==> config.mk <==
export PLATFORM = sky130hd
export DESIGN_NAME = zoom_scaler_engine
export DESIGN_NICKNAME = d
export VERILOG_FILES = /design/src/rtl/zoom_pkg.sv /design/src/rtl/zoom_raster_counter.sv /design/src/rtl/zoom_scaler_engine.sv
export SDC_FILE = /design/constraint.sdc
export NUM_CORES = 1
export LEC_CHECK = 0
export ABC_AREA = 1
export CAP_MARGIN = 20
export CORE_ASPECT_RATIO = 0.9
export CORE_MARGIN = 10
export CORE_UTILIZATION = 55
export CTS_BUF_LIST = sky130_fd_sc_hd__clkbuf_16
export DETAILED_ROUTE_END_ITERATION = 10
export DONT_BUFFER_PORTS = 1
export PLACE_DENSITY = 0.75
export SLEW_MARGIN = 10
export SYNTH_ARGS = -nofsm -noshare
export SYNTH_HDL_FRONTEND = slang
export SYNTH_HIERARCHICAL = 1
export SYNTH_SLANG_ARGS = --single-unit
==> constraint.sdc <==
create_clock -name CLK -period 5.45 [get_ports CLK]
set_clock_uncertainty 0.2 [all_clocks]
set_input_delay 0.8175 -clock CLK [delete_from_list [all_inputs] [get_ports CLK]]
set_output_delay 0.8175 -clock CLK [all_outputs]
set_load 0.01 [all_outputs]
==> src/rtl/zoom_pkg.sv <==
// rtl/zoom_pkg.sv - shared algorithm encodings, default geometry, address widths and scaler FSM states
package zoom_pkg;

    localparam logic [1:0] ALG_NN = 2'd0;
    localparam logic [1:0] ALG_PR = 2'd1;
    localparam logic [1:0] ALG_DC = 2'd2;
    localparam logic [1:0] ALG_BA = 2'd3;

    localparam int SRC_W_DEF = 160;
    localparam int SRC_H_DEF = 120;
    localparam int PIX_W_DEF = 8;

    localparam int SRC_AW = 15;
    localparam int DST_AW = 17;
    localparam int XW     = 9;
    localparam int YW     = 8;

    typedef enum logic [3:0] {
        IDLE,
        RD,
        WR,
        BA_R0,
        BA_R1,
        BA_R2,
        BA_R3,
        BA_WR,
        PR_W0,
        PR_W1,
        PR_W2,
        PR_W3,
        FIN
    } zoom_state_t;

endpackage

==> src/rtl/zoom_raster_counter.sv <==
// rtl/zoom_raster_counter.sv - x/y raster counter with runtime size and incremental row base (y*width)
module zoom_raster_counter
    import zoom_pkg::*;
(
    input  logic              clk,
    input  logic              rst,
    input  logic              clear,
    input  logic              step,
    input  logic [XW-1:0]     width,
    input  logic [YW-1:0]     height,
    output logic [XW-1:0]     x,
    output logic              y_odd,
    output logic [DST_AW-1:0] row_base,
    output logic              last
);

    logic [YW-1:0] y;
    logic          x_end;
    logic          y_end;

    assign x_end = (x == width - 1'b1);
    assign y_end = (y == height - 1'b1);
    assign last  = x_end && y_end;
    assign y_odd = y[0];

    always_ff @(posedge clk or posedge rst) begin
        if (rst) begin
            x        <= '0;
            y        <= '0;
            row_base <= '0;
        end else if (clear) begin
            x        <= '0;
            y        <= '0;
            row_base <= '0;
        end else if (step) begin
            if (x_end) begin
                x <= '0;
                if (y_end) begin
                    y        <= '0;
                    row_base <= '0;
                end else begin
                    y        <= y + 1'b1;
                    row_base <= row_base + DST_AW'(width);
                end
            end else begin
                x <= x + 1'b1;
            end
        end
    end

endmodule

==> src/rtl/zoom_scaler_engine.sv <==
// rtl/zoom_scaler_engine.sv - one-frame 2x up/down scaler (NN, PR, DC, BA) with memory strobes
// Optional: ZOOM_SCALER_BA_ROUND_EN selects round-half-up for the BA average instead of truncation.
module zoom_scaler_engine
    import zoom_pkg::*;
#(
    parameter int SRC_W = SRC_W_DEF,
    parameter int SRC_H = SRC_H_DEF,
    parameter int PIX_W = PIX_W_DEF
) (
    input  logic              CLK,
    input  logic              RESET,
    input  logic              START,
    input  logic [1:0]        ALGORITHM,
    output logic              SRC_RD_EN,
    output logic [SRC_AW-1:0] SRC_ADDR,
    input  logic [PIX_W-1:0]  SRC_DATA,
    output logic              DST_WR_EN,
    output logic [DST_AW-1:0] DST_ADDR,
    output logic [PIX_W-1:0]  DST_DATA,
    output logic              BUSY,
    output logic              DONE
);

    localparam logic [XW-1:0]     UP_W   = XW'(2 * SRC_W);
    localparam logic [XW-1:0]     DN_W   = XW'(SRC_W / 2);
    localparam logic [XW-1:0]     SRC_WX = XW'(SRC_W);
    localparam logic [YW-1:0]     UP_H   = YW'(2 * SRC_H);
    localparam logic [YW-1:0]     DN_H   = YW'(SRC_H / 2);
    localparam logic [YW-1:0]     SRC_HY = YW'(SRC_H);
    localparam logic [DST_AW-1:0] UP_W_A = DST_AW'(2 * SRC_W);
    localparam logic [DST_AW-1:0] SRC_WA = DST_AW'(SRC_W);

    zoom_state_t state, nxt;
    logic [1:0]        algo_q;
    logic [PIX_W-1:0]  hold_q;
    logic [PIX_W+1:0]  acc_q;
    logic [SRC_AW-1:0] src_addr_q;
    logic [DST_AW-1:0] dst_addr_q;
    logic [PIX_W-1:0]  dst_data_q;

    logic [XW-1:0]     cnt_w, x;
    logic [YW-1:0]     cnt_h;
    logic              y_odd, last, step, accept;
    logic [DST_AW-1:0] row_base, quad_base, x_a, x2, nn_src;
    logic              rd_en, wr_en;
    logic [SRC_AW-1:0] src_c;
    logic [DST_AW-1:0] dst_c;
    logic [PIX_W-1:0]  data_c, ba_pix;
    logic [PIX_W+1:0]  ba_sum;

    zoom_raster_counter u_raster (
        .clk      (CLK),
        .rst      (RESET),
        .clear    (accept),
        .step     (step),
        .width    (cnt_w),
        .height   (cnt_h),
        .x        (x),
        .y_odd    (y_odd),
        .row_base (row_base),
        .last     (last)
    );

    // NN and DC/BA iterate the destination, PR iterates the source.
    always_comb begin
        cnt_w = DN_W;
        cnt_h = DN_H;
        case (algo_q)
            ALG_NN: begin cnt_w = UP_W;   cnt_h = UP_H;   end
            ALG_PR: begin cnt_w = SRC_WX; cnt_h = SRC_HY; end
            default: ;
        endcase
    end

    // row_base<<2 is the 2y row of the other-resolution buffer; NN source row drops y's LSB first.
    assign x_a       = DST_AW'(x);
    assign x2        = x_a << 1;
    assign quad_base = row_base << 2;
    assign nn_src    = ((row_base - (y_odd ? UP_W_A : '0)) >> 2) + (x_a >> 1);

    assign ba_sum = acc_q + {2'b00, SRC_DATA};
`ifdef ZOOM_SCALER_BA_ROUND_EN
    assign ba_pix = PIX_W'((ba_sum + {{PIX_W{1'b0}}, 2'b10}) >> 2);
`else
    assign ba_pix = PIX_W'(ba_sum >> 2);
`endif

    always_comb begin
        nxt    = state;
        rd_en  = 1'b0;
        wr_en  = 1'b0;
        src_c  = '0;
        dst_c  = '0;
        data_c = '0;
        step   = 1'b0;
        accept = 1'b0;
        case (state)
            IDLE: if (START) begin
                accept = 1'b1;
                nxt    = (ALGORITHM == ALG_BA) ? BA_R0 : RD;
            end
            RD: begin
                rd_en = 1'b1;
                case (algo_q)
                    ALG_NN:  src_c = SRC_AW'(nn_src);
                    ALG_PR:  src_c = SRC_AW'(row_base + x_a);
                    default: src_c = SRC_AW'(quad_base + x2);
                endcase
                nxt = (algo_q == ALG_PR) ? PR_W0 : WR;
            end
            WR: begin
                wr_en  = 1'b1;
                dst_c  = row_base + x_a;
                data_c = SRC_DATA;
                step   = 1'b1;
                nxt    = last ? FIN : RD;
            end
            BA_R0: begin rd_en = 1'b1; src_c = SRC_AW'(quad_base + x2);                 nxt = BA_R1; end
            BA_R1: begin rd_en = 1'b1; src_c = SRC_AW'(quad_base + x2 + 1'b1);          nxt = BA_R2; end
            BA_R2: begin rd_en = 1'b1; src_c = SRC_AW'(quad_base + x2 + SRC_WA);        nxt = BA_R3; end
            BA_R3: begin rd_en = 1'b1; src_c = SRC_AW'(quad_base + x2 + SRC_WA + 1'b1); nxt = BA_WR; end
            BA_WR: begin
                wr_en  = 1'b1;
                dst_c  = row_base + x_a;
                data_c = ba_pix;
                step   = 1'b1;
                nxt    = last ? FIN : BA_R0;
            end
            PR_W0: begin wr_en = 1'b1; dst_c = quad_base + x2;        data_c = SRC_DATA; nxt = PR_W1; end
            PR_W1: begin wr_en = 1'b1; dst_c = quad_base + x2 + 1'b1; data_c = hold_q;   nxt = PR_W2; end
            PR_W2: begin wr_en = 1'b1; dst_c = quad_base + x2 + UP_W_A; data_c = hold_q; nxt = PR_W3; end
            PR_W3: begin
                wr_en  = 1'b1;
                dst_c  = quad_base + x2 + UP_W_A + 1'b1;
                data_c = hold_q;
                step   = 1'b1;
                nxt    = last ? FIN : RD;
            end
            FIN:     nxt = IDLE;
            default: nxt = IDLE;
        endcase
    end

    always_ff @(posedge CLK or posedge RESET) begin
        if (RESET) state <= IDLE;
        else       state <= nxt;
    end

    always_ff @(posedge CLK or posedge RESET) begin
        if (RESET) begin
            algo_q     <= ALG_NN;
            hold_q     <= '0;
            acc_q      <= '0;
            src_addr_q <= '0;
            dst_addr_q <= '0;
            dst_data_q <= '0;
        end else begin
            if (accept) algo_q <= ALGORITHM;
            if (state == PR_W0) hold_q <= SRC_DATA;
            case (state)
                BA_R0:               acc_q <= '0;
                BA_R1, BA_R2, BA_R3: acc_q <= ba_sum;
                default: ;
            endcase
            if (rd_en) src_addr_q <= src_c;
            if (wr_en) begin
                dst_addr_q <= dst_c;
                dst_data_q <= data_c;
            end
        end
    end

    assign SRC_RD_EN = rd_en;
    assign SRC_ADDR  = rd_en ? src_c : src_addr_q;
    assign DST_WR_EN = wr_en;
    assign DST_ADDR  = wr_en ? dst_c : dst_addr_q;
    assign DST_DATA  = wr_en ? data_c : dst_data_q;
    assign BUSY      = (state != IDLE) && (state != FIN);
    assign DONE      = (state == FIN);

endmodule

==> reports/summary.txt <==
Status -> finished, final reports clean
CTS tree -> done
Busiest grt layer -> met2
Non-filler cells, final -> 1627
Post-synth EDFFs -> 0
Relative slew slack -> 46.4%
P per Cell Area -> 595 nW/um2
CTS Buf Count -> 9
GRT Total Usage -> 23.9%
Die footprint -> 22200 um2
Reg2reg path depth -> 15
Synth unique cells -> 50
Final setup fails -> 0
PortBufs -> 0
Simple-gate share of the synthesized area -> 39.6%
Placer Congestion -> 0.972
Worst Setup SP -> u_raster/y[0]$_DFFE_PP0P_
Largest cells by area after synthesis -> dfrtp_1 27%, nand2_1 18%, nand3_1 8.1%, ha_1 7.1%, inv_1 6.6%
Tot Pwr -> 5.77 mW
Post-CTS setup buffer count -> 0
Initial core utilization -> 56.4%
Met2 Use GR -> 36.8%
Fmax -> 0.228 GHz
Vias -> 9129
Clk sink count -> 98
DP Wirelength -> 20.0 mm
R2r startpoint -> algo_q[1]$_DFFE_PP0P_
Crit end category -> output port
Clk buf depth -> 2
Antenna fix cells -> 0
First-pass GRT wire length -> 43.3 mm
Area fraction of the dominant cell type after synthesis -> 26.8%
CP Launch Type -> register
Crit Path Max Fanout -> 7
Buf/Inv on CP -> 1
Clk_lat worst skew -> 0.37 ns
CTS hold repair buffers -> 0
Unrepaired setup endpoints after global routing -> false
Hold Vio Cnt, Final -> 0
Htree depth -> 3
Post-route clock period utilization -> 80.5%
Critical path's top delay family -> simple AND/OR/NAND/NOR gates
M1 GR Usage -> 32.8%
Vias per inst -> 5.61
Grt ovf -> 0
Root Driver -> clkbuf_16
# fillers -> 1524
Critical Path Most Common Cell -> nand2_1
Crit path depth -> 16
Die X-Extent -> 156 um
Row cnt -> 44
Synth Instances -> 1400
P&R area growth vs syn -> 5.95%
Post-synthesis sequential area ratio -> 26.8%
Syn Area/Cell -> 6.55 um2
Mux contribution to synthesized area -> 0.860%
CP cell instances -> inv_1, ha_1, a21oi_1, xor2_1, ha_1, nand2_1, a21oi_1, nor2_1, nand2_1, nand2_1, nor2_2, nand3_1, nand2_1, nand3_1, nand2_1, nand4_1
Cell Area, Synth -> 9170 um2
Slew Limit Fails -> 0
Max-cap viol count -> 0
Final #Nets -> 1485
Setup ws final -> 1.06 ns
Vias in the first global route -> 8363
Routed Antenna Nets -> 0
#FFs+latches synth -> 98
Initial antenna violation count -> 0
Worst vdd ir -> 0.356 mV
Resized cells post-CTS -> 0
FF-to-FF setup slack -> 1.71 ns
Total iterations of the first detailed-routing run -> 8
Tightest Pin Transition -> 0.804 ns
Setup TNS -> 0 ns
Fin crit period -> 4.39 ns
Pleak -> 5.07 nW
Placed cell count -> 1611
Hold Path Class -> input pin to async pin
Top_reg_cell synth -> dfrtp_1
Worst r2r dst -> state[1]$_DFFE_PP0P_
Largest net degree at the start of global routing -> 65
GRT met3 Usage -> 5.53%
CP max-delay cell -> dfrtp_1
DRC viols -> 0
Post-Synth XOR/XNOR Area -> 5.35%
Clk pin slew, worst setup/hold paths -> 0.08 ns
IO Pins -> 57
Setup Crit Path Kind -> register to output port
Slowest stage delay, CP -> 0.51 ns
Post-synth ARST share -> 100%
Synth Area in Adders -> 8.19%
Warnings, synthesis -> 6
Iter 0 DRT Violations -> 964
Largest family of logic cells by synthesized area -> simple AND/OR/NAND/NOR gates
Routed len/inst -> 16.4 um
Post-Route WL -> 26.6 mm
Core Region -> 16200 um2
Setup Slack @ Placement -> 1.51 ns
Share of layout cells above drive strength 1 -> 6.97%
Crit path arrival time -> 3.37 ns
Largest area contributor in the netlist -> dfrtp_1
Compound-cell area share of the yosys netlist -> 10.1%
Critical path endpoint -> SRC_ADDR[14]
Die Ht -> 142 um
Critical Path RT -> 4.43 ns
[final cells by class]
type / instances / area [um2] / share of cell area (%)
multi-input cells: 1124 / 5980 / 61.6
inverters: 174 / 653 / 6.73
clock inverters: 7 / 78.8 / 0.812
well taps: 207 / 259 / 2.67
repair buffers: 8 / 60.1 / 0.618
clock buffers: 9 / 225 / 2.32
flip-flops and latches: 98 / 2450 / 25.3
[where the power goes]
group / switching (mW) / internal (mW)
Sequential: 0.286 / 1.02
Combinational: 2.64 / 1.15
Clock: 0.350 / 0.327
Total: 3.27 / 2.50
[sequential cells by signal, indices dropped and copies added, names as in the netlist, 4 cells and up]
signal,count
acc_q,10
u_raster/row_base,17
dst_data_q,8
u_raster/y,8
src_addr_q,15
hold_q,8
u_raster/x,9
dst_addr_q,17
state,4
[worst reg2reg max path: stages, from the launching register on]
cell	delay (ns)
dfrtp_1	0.36
buf_4	0.22
nor2_1	0.51
inv_1	0.41
inv_1	0.20
nand2_1	0.06
nor2_1	0.16
inv_1	0.06
nand2_1	0.05
nand3_1	0.06
nor2_1	0.09
nand3_1	0.16
nor2_1	0.29
o22ai_1	0.16
a2111oi_0	0.48
a21oi_1	0.12
[cells in the final DEF (no fill, tap or decap), types with 3 or more instances in the layout]
cell,netlist,layout
nand3b_1,12,12
nand2_1,443,443
buf_4,3,8
nor2_4,5,5
xnor2_1,19,19
a31oi_1,3,3
o22ai_1,5,5
a21o_1,3,3
ha_1,52,52
o211ai_1,10,10
nand4_1,30,30
a21oi_1,47,47
mux2_2,7,7
nand2_2,19,19
o221ai_1,4,4
a22oi_1,15,15
nor2_1,125,125
clkbuf_16,0,9
and2_1,3,3
xor2_1,37,37
nand3_2,5,5
o21ai_0,45,45
nor3_1,9,9
or2_2,3,3
nand3_1,148,148
nor2_2,18,18
dfrtp_1,98,98
inv_2,10,11
o2111ai_1,8,8
conb_1,2,27
fa_1,5,5
inv_1,162,161
[cell usage after synthesis (2+ instances only)]
cell,count
nor3_1,9
inv_1,162
nand3_1,148
clkbuf_4,2
ha_1,52
a22oi_1,15
nand4_1,30
xnor2_1,19
nand2_1,443
buf_2,11
or2_2,3
nor2_1,125
and2_1,3
nor4_1,2
inv_2,10
o21ai_0,45
buf_6,4
a21oi_1,47
xor2_1,37
dfrtp_1,98
nand2_4,2
o21ai_1,2
mux2_2,7
clkinv_1,2
nor2_2,18
fa_1,5
a21o_1,3
nand3b_1,12
a31oi_1,3
o22ai_1,5
nand3_2,5
o211ai_1,10
o2111ai_1,8
nor2_4,5
nand2_2,19
conb_1,2
buf_4,3
clkbuf_1,9
o221ai_1,4
[per-stage QoR]
step	util [%]	hold slack [ns]	area [um2]
2_1_floorplan	-	0.253	9260
3_3_place_gp	57.9	0.267	9410
3_5_place_dp	57.9	0.273	9410
4_1_cts	59.8	0.244	9710
5_1_grt	59.8	0.271	9710
6_report	59.8	0.230	9710
[routing by layer]
metal / up-vias / wire length, um / part of all wire (%)
met3: 42 / 2390 / 9.0
met4: 0 / 509 / 1.9
met2: 350 / 11700 / 44
met5: - / 0 / 0
li1: 4575 / - / -
met1: 4162 / 12100 / 45
[worst min path at each step]
stage	startpoint	endpoint	slack, ns	cells past startpoint
finish	RESET	u_raster/x[0]$_DFFE_PP0P_	0.23	2
global route	RESET	u_raster/x[0]$_DFFE_PP0P_	0.27	2
CTS	RESET	u_raster/x[0]$_DFFE_PP0P_	0.24	2
detailed placement	acc_q[7]$_DFFE_PP0P_	acc_q[7]$_DFFE_PP0P_	0.27	2
global placement	acc_q[7]$_DFFE_PP0P_	acc_q[7]$_DFFE_PP0P_	0.27	2
floorplan	acc_q[7]$_DFFE_PP0P_	acc_q[7]$_DFFE_PP0P_	0.25	2
[logic make-up (layout without fill, tap and decap cells)]
logic type	after synthesis	count (layout)
AOI/OAI and AO/OA	151	151
adders and majority gates	57	57
muxes	7	7
DFF	98	98
buffers and inverters	203	198
other	2	27
and+or+nand+nor	826	826
xor gates and xnor gates	56	56
Note: power is estimated with default switching activity, not from simulation.
